$ cat src/rtl/imm_gen_pipe.sv
// imm_gen_pipe
// Registered, flow-controlled immediate generator for the decode stage.
// Extracts the immediate from instruction bits [31:7] for eight formats,
// extends it to XLEN and buffers it behind a valid/ready handshake with a
// two-entry skid buffer (main + skid) and a synchronous flush.
//
// Optional feature macro: IMM_GEN_TARGET_EN
//   When defined, pc_i and target_o exist and each entry also carries the
//   PC-relative target pc_i + imm (XLEN-bit wrap-around).
//
// Parameters:
//   XLEN   datapath width, 32 or 64
//   TAG_W  width of the opaque sideband carried with each immediate
//
// Ports:
//   clk_i        clock, all state on rising edge
//   rst_ni       asynchronous active-low reset
//   flush_i      synchronous flush, drops every buffered entry
//   in_valid_i   input entry valid
//   in_ready_o   block can accept an entry this cycle
//   instr_i      instruction bits [31:7]
//   type_i       format: 0 R, 1 I, 2 S, 3 B, 4 U, 5 J, 6 Z, 7 SH
//   tag_i        sideband in
//   pc_i         instruction PC (IMM_GEN_TARGET_EN only)
//   out_valid_o  output entry valid
//   out_ready_i  consumer accepts the output entry
//   imm_o        extended immediate
//   tag_o        sideband out
//   target_o     pc_i + imm (IMM_GEN_TARGET_EN only)

module imm_gen_pipe #(
  parameter int XLEN  = 32,
  parameter int TAG_W = 8
) (
  input  logic             clk_i,
  input  logic             rst_ni,
  input  logic             flush_i,
  input  logic             in_valid_i,
  output logic             in_ready_o,
  input  logic [24:0]      instr_i,
  input  logic [2:0]       type_i,
  input  logic [TAG_W-1:0] tag_i,
`ifdef IMM_GEN_TARGET_EN
  input  logic [XLEN-1:0]  pc_i,
`endif
  output logic             out_valid_o,
  input  logic             out_ready_i,
  output logic [XLEN-1:0]  imm_o,
`ifdef IMM_GEN_TARGET_EN
  output logic [TAG_W-1:0] tag_o,
  output logic [XLEN-1:0]  target_o
`else
  output logic [TAG_W-1:0] tag_o
`endif
);

  typedef enum logic [2:0] {
    FMT_R  = 3'd0,
    FMT_I  = 3'd1,
    FMT_S  = 3'd2,
    FMT_B  = 3'd3,
    FMT_U  = 3'd4,
    FMT_J  = 3'd5,
    FMT_Z  = 3'd6,
    FMT_SH = 3'd7
  } fmt_e;

  // instr_i[k-7] holds instruction bit k, so bit 31 (sign) is instr_i[24].
  logic            sign;
  logic [31:0]     imm32;
  logic            immSext;
  logic [XLEN-1:0] immNew;

  // Every format fits in 32 bits; the result is then sign- or zero-extended
  // to XLEN in one place. U is sign-extended, which gives bits 63:32 = s.
  always_comb begin
    sign    = instr_i[24];
    imm32   = 32'd0;
    immSext = 1'b1;
    case (fmt_e'(type_i))
      FMT_R:  imm32 = 32'd0;
      FMT_I:  imm32 = {{20{sign}}, instr_i[24:13]};
      FMT_S:  imm32 = {{20{sign}}, instr_i[24:18], instr_i[4:0]};
      FMT_B:  imm32 = {{19{sign}}, sign, instr_i[0], instr_i[23:18],
                       instr_i[4:1], 1'b0};
      FMT_U:  imm32 = {instr_i[24:5], 12'd0};
      FMT_J:  imm32 = {{11{sign}}, sign, instr_i[12:5], instr_i[13],
                       instr_i[23:14], 1'b0};
      FMT_Z: begin
        imm32   = {27'd0, instr_i[12:8]};
        immSext = 1'b0;
      end
      FMT_SH: begin
        // RV64 shift amounts use one more bit than RV32.
        if (XLEN == 64) imm32 = {26'd0, instr_i[18:13]};
        else            imm32 = {27'd0, instr_i[17:13]};
        immSext = 1'b0;
      end
      default: imm32 = 32'd0;
    endcase
    if (immSext) immNew = XLEN'($signed(imm32));
    else         immNew = XLEN'(imm32);
  end

`ifdef IMM_GEN_TARGET_EN
  logic [XLEN-1:0] targetNew;
  assign targetNew = pc_i + immNew;
`endif

  logic             mainValid_q, mainValid_d;
  logic             skidValid_q, skidValid_d;
  logic [XLEN-1:0]  mainImm_q, mainImm_d;
  logic [XLEN-1:0]  skidImm_q, skidImm_d;
  logic [TAG_W-1:0] mainTag_q, mainTag_d;
  logic [TAG_W-1:0] skidTag_q, skidTag_d;
`ifdef IMM_GEN_TARGET_EN
  logic [XLEN-1:0]  mainTarget_q, mainTarget_d;
  logic [XLEN-1:0]  skidTarget_q, skidTarget_d;
`endif

  logic accept;
  logic deliver;

  // in_ready_o depends only on registered state, so out_ready_i never has a
  // combinational path to the upstream stage.
  assign in_ready_o = !skidValid_q;
  assign accept     = in_valid_i && in_ready_o;
  assign deliver    = mainValid_q && out_ready_i;

  // Buffer control. A delivery with a full skid refills main from skid; no
  // input can arrive then because in_ready_o is low. Otherwise a new entry
  // goes into main if main is empty or draining, else into skid. Flush only
  // clears the valid bits; payload registers keep stale data.
  always_comb begin
    mainValid_d  = mainValid_q;
    skidValid_d  = skidValid_q;
    mainImm_d    = mainImm_q;
    skidImm_d    = skidImm_q;
    mainTag_d    = mainTag_q;
    skidTag_d    = skidTag_q;
`ifdef IMM_GEN_TARGET_EN
    mainTarget_d = mainTarget_q;
    skidTarget_d = skidTarget_q;
`endif
    if (flush_i) begin
      mainValid_d = 1'b0;
      skidValid_d = 1'b0;
    end else if (deliver && skidValid_q) begin
      mainValid_d  = 1'b1;
      skidValid_d  = 1'b0;
      mainImm_d    = skidImm_q;
      mainTag_d    = skidTag_q;
`ifdef IMM_GEN_TARGET_EN
      mainTarget_d = skidTarget_q;
`endif
    end else if (accept && (!mainValid_q || deliver)) begin
      mainValid_d  = 1'b1;
      mainImm_d    = immNew;
      mainTag_d    = tag_i;
`ifdef IMM_GEN_TARGET_EN
      mainTarget_d = targetNew;
`endif
    end else if (accept) begin
      skidValid_d  = 1'b1;
      skidImm_d    = immNew;
      skidTag_d    = tag_i;
`ifdef IMM_GEN_TARGET_EN
      skidTarget_d = targetNew;
`endif
    end else if (deliver) begin
      mainValid_d = 1'b0;
    end
  end

  // State registers; reset empties both entries and zeroes the payload so
  // the outputs read zero during and right after reset.
  always_ff @(posedge clk_i or negedge rst_ni) begin
    if (!rst_ni) begin
      mainValid_q  <= 1'b0;
      skidValid_q  <= 1'b0;
      mainImm_q    <= '0;
      skidImm_q    <= '0;
      mainTag_q    <= '0;
      skidTag_q    <= '0;
`ifdef IMM_GEN_TARGET_EN
      mainTarget_q <= '0;
      skidTarget_q <= '0;
`endif
    end else begin
      mainValid_q  <= mainValid_d;
      skidValid_q  <= skidValid_d;
      mainImm_q    <= mainImm_d;
      skidImm_q    <= skidImm_d;
      mainTag_q    <= mainTag_d;
      skidTag_q    <= skidTag_d;
`ifdef IMM_GEN_TARGET_EN
      mainTarget_q <= mainTarget_d;
      skidTarget_q <= skidTarget_d;
`endif
    end
  end

  assign out_valid_o = mainValid_q;
  assign imm_o       = mainImm_q;
  assign tag_o       = mainTag_q;
`ifdef IMM_GEN_TARGET_EN
  assign target_o    = mainTarget_q;
`endif

endmodule

$ cat config.mk
export PLATFORM = sky130hd
export DESIGN_NAME = imm_gen_pipe
export DESIGN_NICKNAME = d
export VERILOG_FILES = /design/src/rtl/imm_gen_pipe.sv
export SDC_FILE = /design/constraint.sdc
export NUM_CORES = 1
export LEC_CHECK = 0
export CAP_MARGIN = 25
export CORE_UTILIZATION = 50
export CTS_CLUSTER_DIAMETER = 30
export CTS_CLUSTER_SIZE = 20
export DETAILED_ROUTE_END_ITERATION = 8
export GPL_TIMING_DRIVEN = 0
export HOLD_SLACK_MARGIN = 0.15
export PLACE_DENSITY = 0.86
export SLEW_MARGIN = 20
export SYNTH_ARGS = -nofsm -noshare
export SYNTH_HDL_FRONTEND = slang
export SYNTH_SLANG_ARGS = --single-unit
$ cat constraint.sdc
create_clock -name clk_i -period 4.1 [get_ports clk_i]
set_input_delay 0.82 -clock clk_i [delete_from_list [all_inputs] [get_ports clk_i]]
set_output_delay 0.82 -clock clk_i [all_outputs]
set_load 0.03 [all_outputs]
==> key figures <==
Floorplanning
  • Die area: ~8200 um2
  • Die Wd: approximately 90 um
  • Initial Utilization: 0.5276
  • Row cnt: 31
  • Core footprint: approximately 7400 um2
  • IO Count: slightly above 80
  • Die height: between 90 and 100 um

Power
  • Peak supply drop: 0.2775 mV
  • Power Density: 468.4 nW/um2
  • Total chip power: between 2 and 2.5 mW
  • LEAKAGE: ~2.3 nW

Logic synthesis
  • Yosys cell types: 36
  • Post-Syn Instances: between 400 and 500
  • Netlist Area Pre-Place: 3909 um2
  • Async S/R FF share, synth: 1.000
  • Top FF cell, synth: dfrtp_1
  • FF+latch count, synth: 82
  • Ys Warns: 0
  • Post-synth EDFFs: 0
  • Syn nets: 482
  • Sequential area share after synthesis: 0.5250
  • Avg Inst Size Synth: ~9 um2

Place
  • RePlAce Congestion: ~0.90
  • Dpl hpwl: 7998 um
  • Inst Count DP: between 600 and 700
  • Buffers on Ports: approximately 80

Clock tree
  • Post-CTS Hold Fix Bufs: 0
  • Clock Path Buffers: 2
  • Root Driver: clkbuf_8
  • CTS HTree Levels: 3
  • Clk sinks: 82
  • Post-CTS Setup Inserts: 0
  • Number of CTS-inserted buffers: 9
  • Worst-Skew Late Latency: about 0.35 ns
  • CTS tree: yes
  • Clk slew on worst S/H paths: 0.09 ns
  • Post-cts sizing count: 0

Worst setup path
  • Bufs and invs on worst path: 1
  • Worst path top cell family by delay: buffers and inverters
  • Largest fanout on the critical path: 8
  • CP cell instances: clkdlybuf4s50_1
  • Worst path required time: roughly 3.3 ns
  • Worst setup EP type: output port
  • Worst path max stage delay: 0.71 ns
  • Crit Path Category: reg2out
  • CP max-delay cell: clkdlybuf4s50_1
  • Worst setup SP type: register
  • Worst reg-to-reg path cell count: 5
  • Crit. path cell count: 1
  • Data arrival time of the critical path: between 1.5 and 2 ns

GRT
  • Total GRT Usage: 0.2792
  • Initial antenna violation count: 0
  • First-pass GRT wire length: 17900 um
  • Vias in the first global route: ~3700
  • Overflow after GRT: 0
  • Largest net degree at the start of global routing: 60

Detailed routing
  • Vias per inst: slightly below 6
  • Vias: between 3000 and 4000
  • Drt drc: 0
  • DR iter-0 viols: 259
  • DR WL/cell: 17.16 um
  • Final antenna-violating net count: 0
  • Drt first pass iters: 5
  • Total wire length: between 10000 and 15000 um

Timing
  • Worst rel slew slack: 0.6323
  • Worst-Margin Slew: ~0.55 ns
  • Final-report max-slew violation count: 0
  • Max Fclk: 0.4251 GHz
  • Final setup fails: 0
  • Final hold violation count: 0
  • Fin crit period: between 2 and 2.5 ns
  • RSZ-0062 raised after global routing: false
  • Period utilisation layout: 0.5738
  • TNS Setup: 0 ns
  • Clock Skew: 0.008607 ns

Hold path
  • Hold Crit Class: in2async

Cells and area
  • Share of cells above drive strength 1: 0.07963
  • N_diodes: 0
  • Count of non-filler cells in the finished layout: between 600 and 700
  • Nets: between 500 and 600
  • Area grow syn2layout: 30.03%

Run
  • Max_cap viols: 0

Status
  • Outcome: complete, no violations
-- cells in the mapped netlist, types with 11 or more instances --
cell / count / share of area
nand2_1: 110 / 0.11
o21ai_0: 32 / 0.041
nand3_1: 18 / 0.023
dfrtp_1: 82 / 0.52
buf_2: 13 / 0.017
a31oi_1: 14 / 0.022
o21ai_1: 17 / 0.022
clkbuf_1: 14 / 0.013
a21oi_1: 31 / 0.040
nor2_1: 24 / 0.023
nand3b_1: 11 / 0.021
o22ai_1: 11 / 0.018
-- through the flow --
step / cell area [um2] / utilization / setup WS (ns) / hold WS [ns]
after floorplan: 3909 / - / 2.184 / 0.4444
after global placement: 4853 / 0.6551 / -0.6435 / 0.4568
after detailed placement: 4878 / 0.6585 / 1.507 / 0.4633
after CTS: 5082 / 0.6860 / 1.752 / 0.3698
after global routing: 5082 / 0.6860 / 1.681 / 0.3741
final: 5082 / 0.6860 / 1.748 / 0.3628
-- area by class of cell --
type	count	area (um2)
Multi-Input combinational cell	320	1645
Fill cell	562	2326
Inverter	2	7.507
Clock inverter	5	62.56
Timing Repair Buffer	83	845.8
Buffer	37	203.9
Tap cell	99	123.9
Clock buffer	11	141.4
Sequential cell	82	2052
-- kinds of logic after synthesis --
logic type	after synthesis	synth area share
DFF	82	0.5250
muxes	3	0.008322
and+or+nand+nor	183	0.2068
AOI/OAI and AO/OA	133	0.2036
xor gates and xnor gates	1	0.002241
buffers and inverters	39	0.05410
-- layer usage --
| layer | GRT usage | vias to the layer above | wire [um] |
|---|---|---|---|
| li1 | - | 1722 | - |
| met1 | 0.3610 | 1837 | 4496 |
| met2 | 0.4612 | 166 | 5447 |
| met3 | 0.05051 | 27 | 735 |
| met4 | 0.1210 | 0 | 288 |
| met5 | 0 | - | 0 |
-- report_power, final --
group | internal [mW] | switching, mW
logic | 0.289 | 0.399
registers | 0.988 | 0.101
clock network | 0.302 | 0.301
total | 1.58 | 0.801
-- flip-flops by register name, indices dropped and copies added, names as in the netlist --
name,cells
skidImm_q,32
tag_o,8
skidValid_q,1
out_valid_o,1
skidTag_q,8
imm_o,32
-- path summary, 6_finish.rpt --
path	from	endpoint	slack (ns)
max reg2reg	out_valid_o$_DFFE_PN0P_	imm_o[11]$_DFFE_PN0P_	2.31
min reg2reg	skidTag_q[6]$_DFFE_PN0P_	skidTag_q[6]$_DFFE_PN0P_	0.48
min	rst_ni	imm_o[27]$_DFFE_PN0P_	0.36
max in group asynchronous	rst_ni	skidImm_q[4]$_DFFE_PN0P_	3.15
max	out_valid_o$_DFFE_PN0P_	out_valid_o	1.75
min in group clk_i	skidTag_q[6]$_DFFE_PN0P_	skidTag_q[6]$_DFFE_PN0P_	0.48
-- cells in the final DEF (no fill, tap or decap), drive strengths merged, types with 3 or more instances in the layout --
| cell | n |
|---|---|
| clkdlybuf4s50 | 81 |
| a21o | 4 |
| nand3 | 18 |
| nor2b | 4 |
| a32oi | 9 |
| dfrtp | 82 |
| buf | 25 |
| a31oi | 14 |
| clkbuf | 25 |
| nor2 | 24 |
| a21oi | 31 |
| nand3b | 11 |
| nand2b | 4 |
| nand2 | 110 |
| o21ai | 49 |
| a211oi | 10 |
| inv | 3 |
| o22ai | 11 |
| and3 | 5 |
Note: power is estimated with default switching activity, not from simulation.
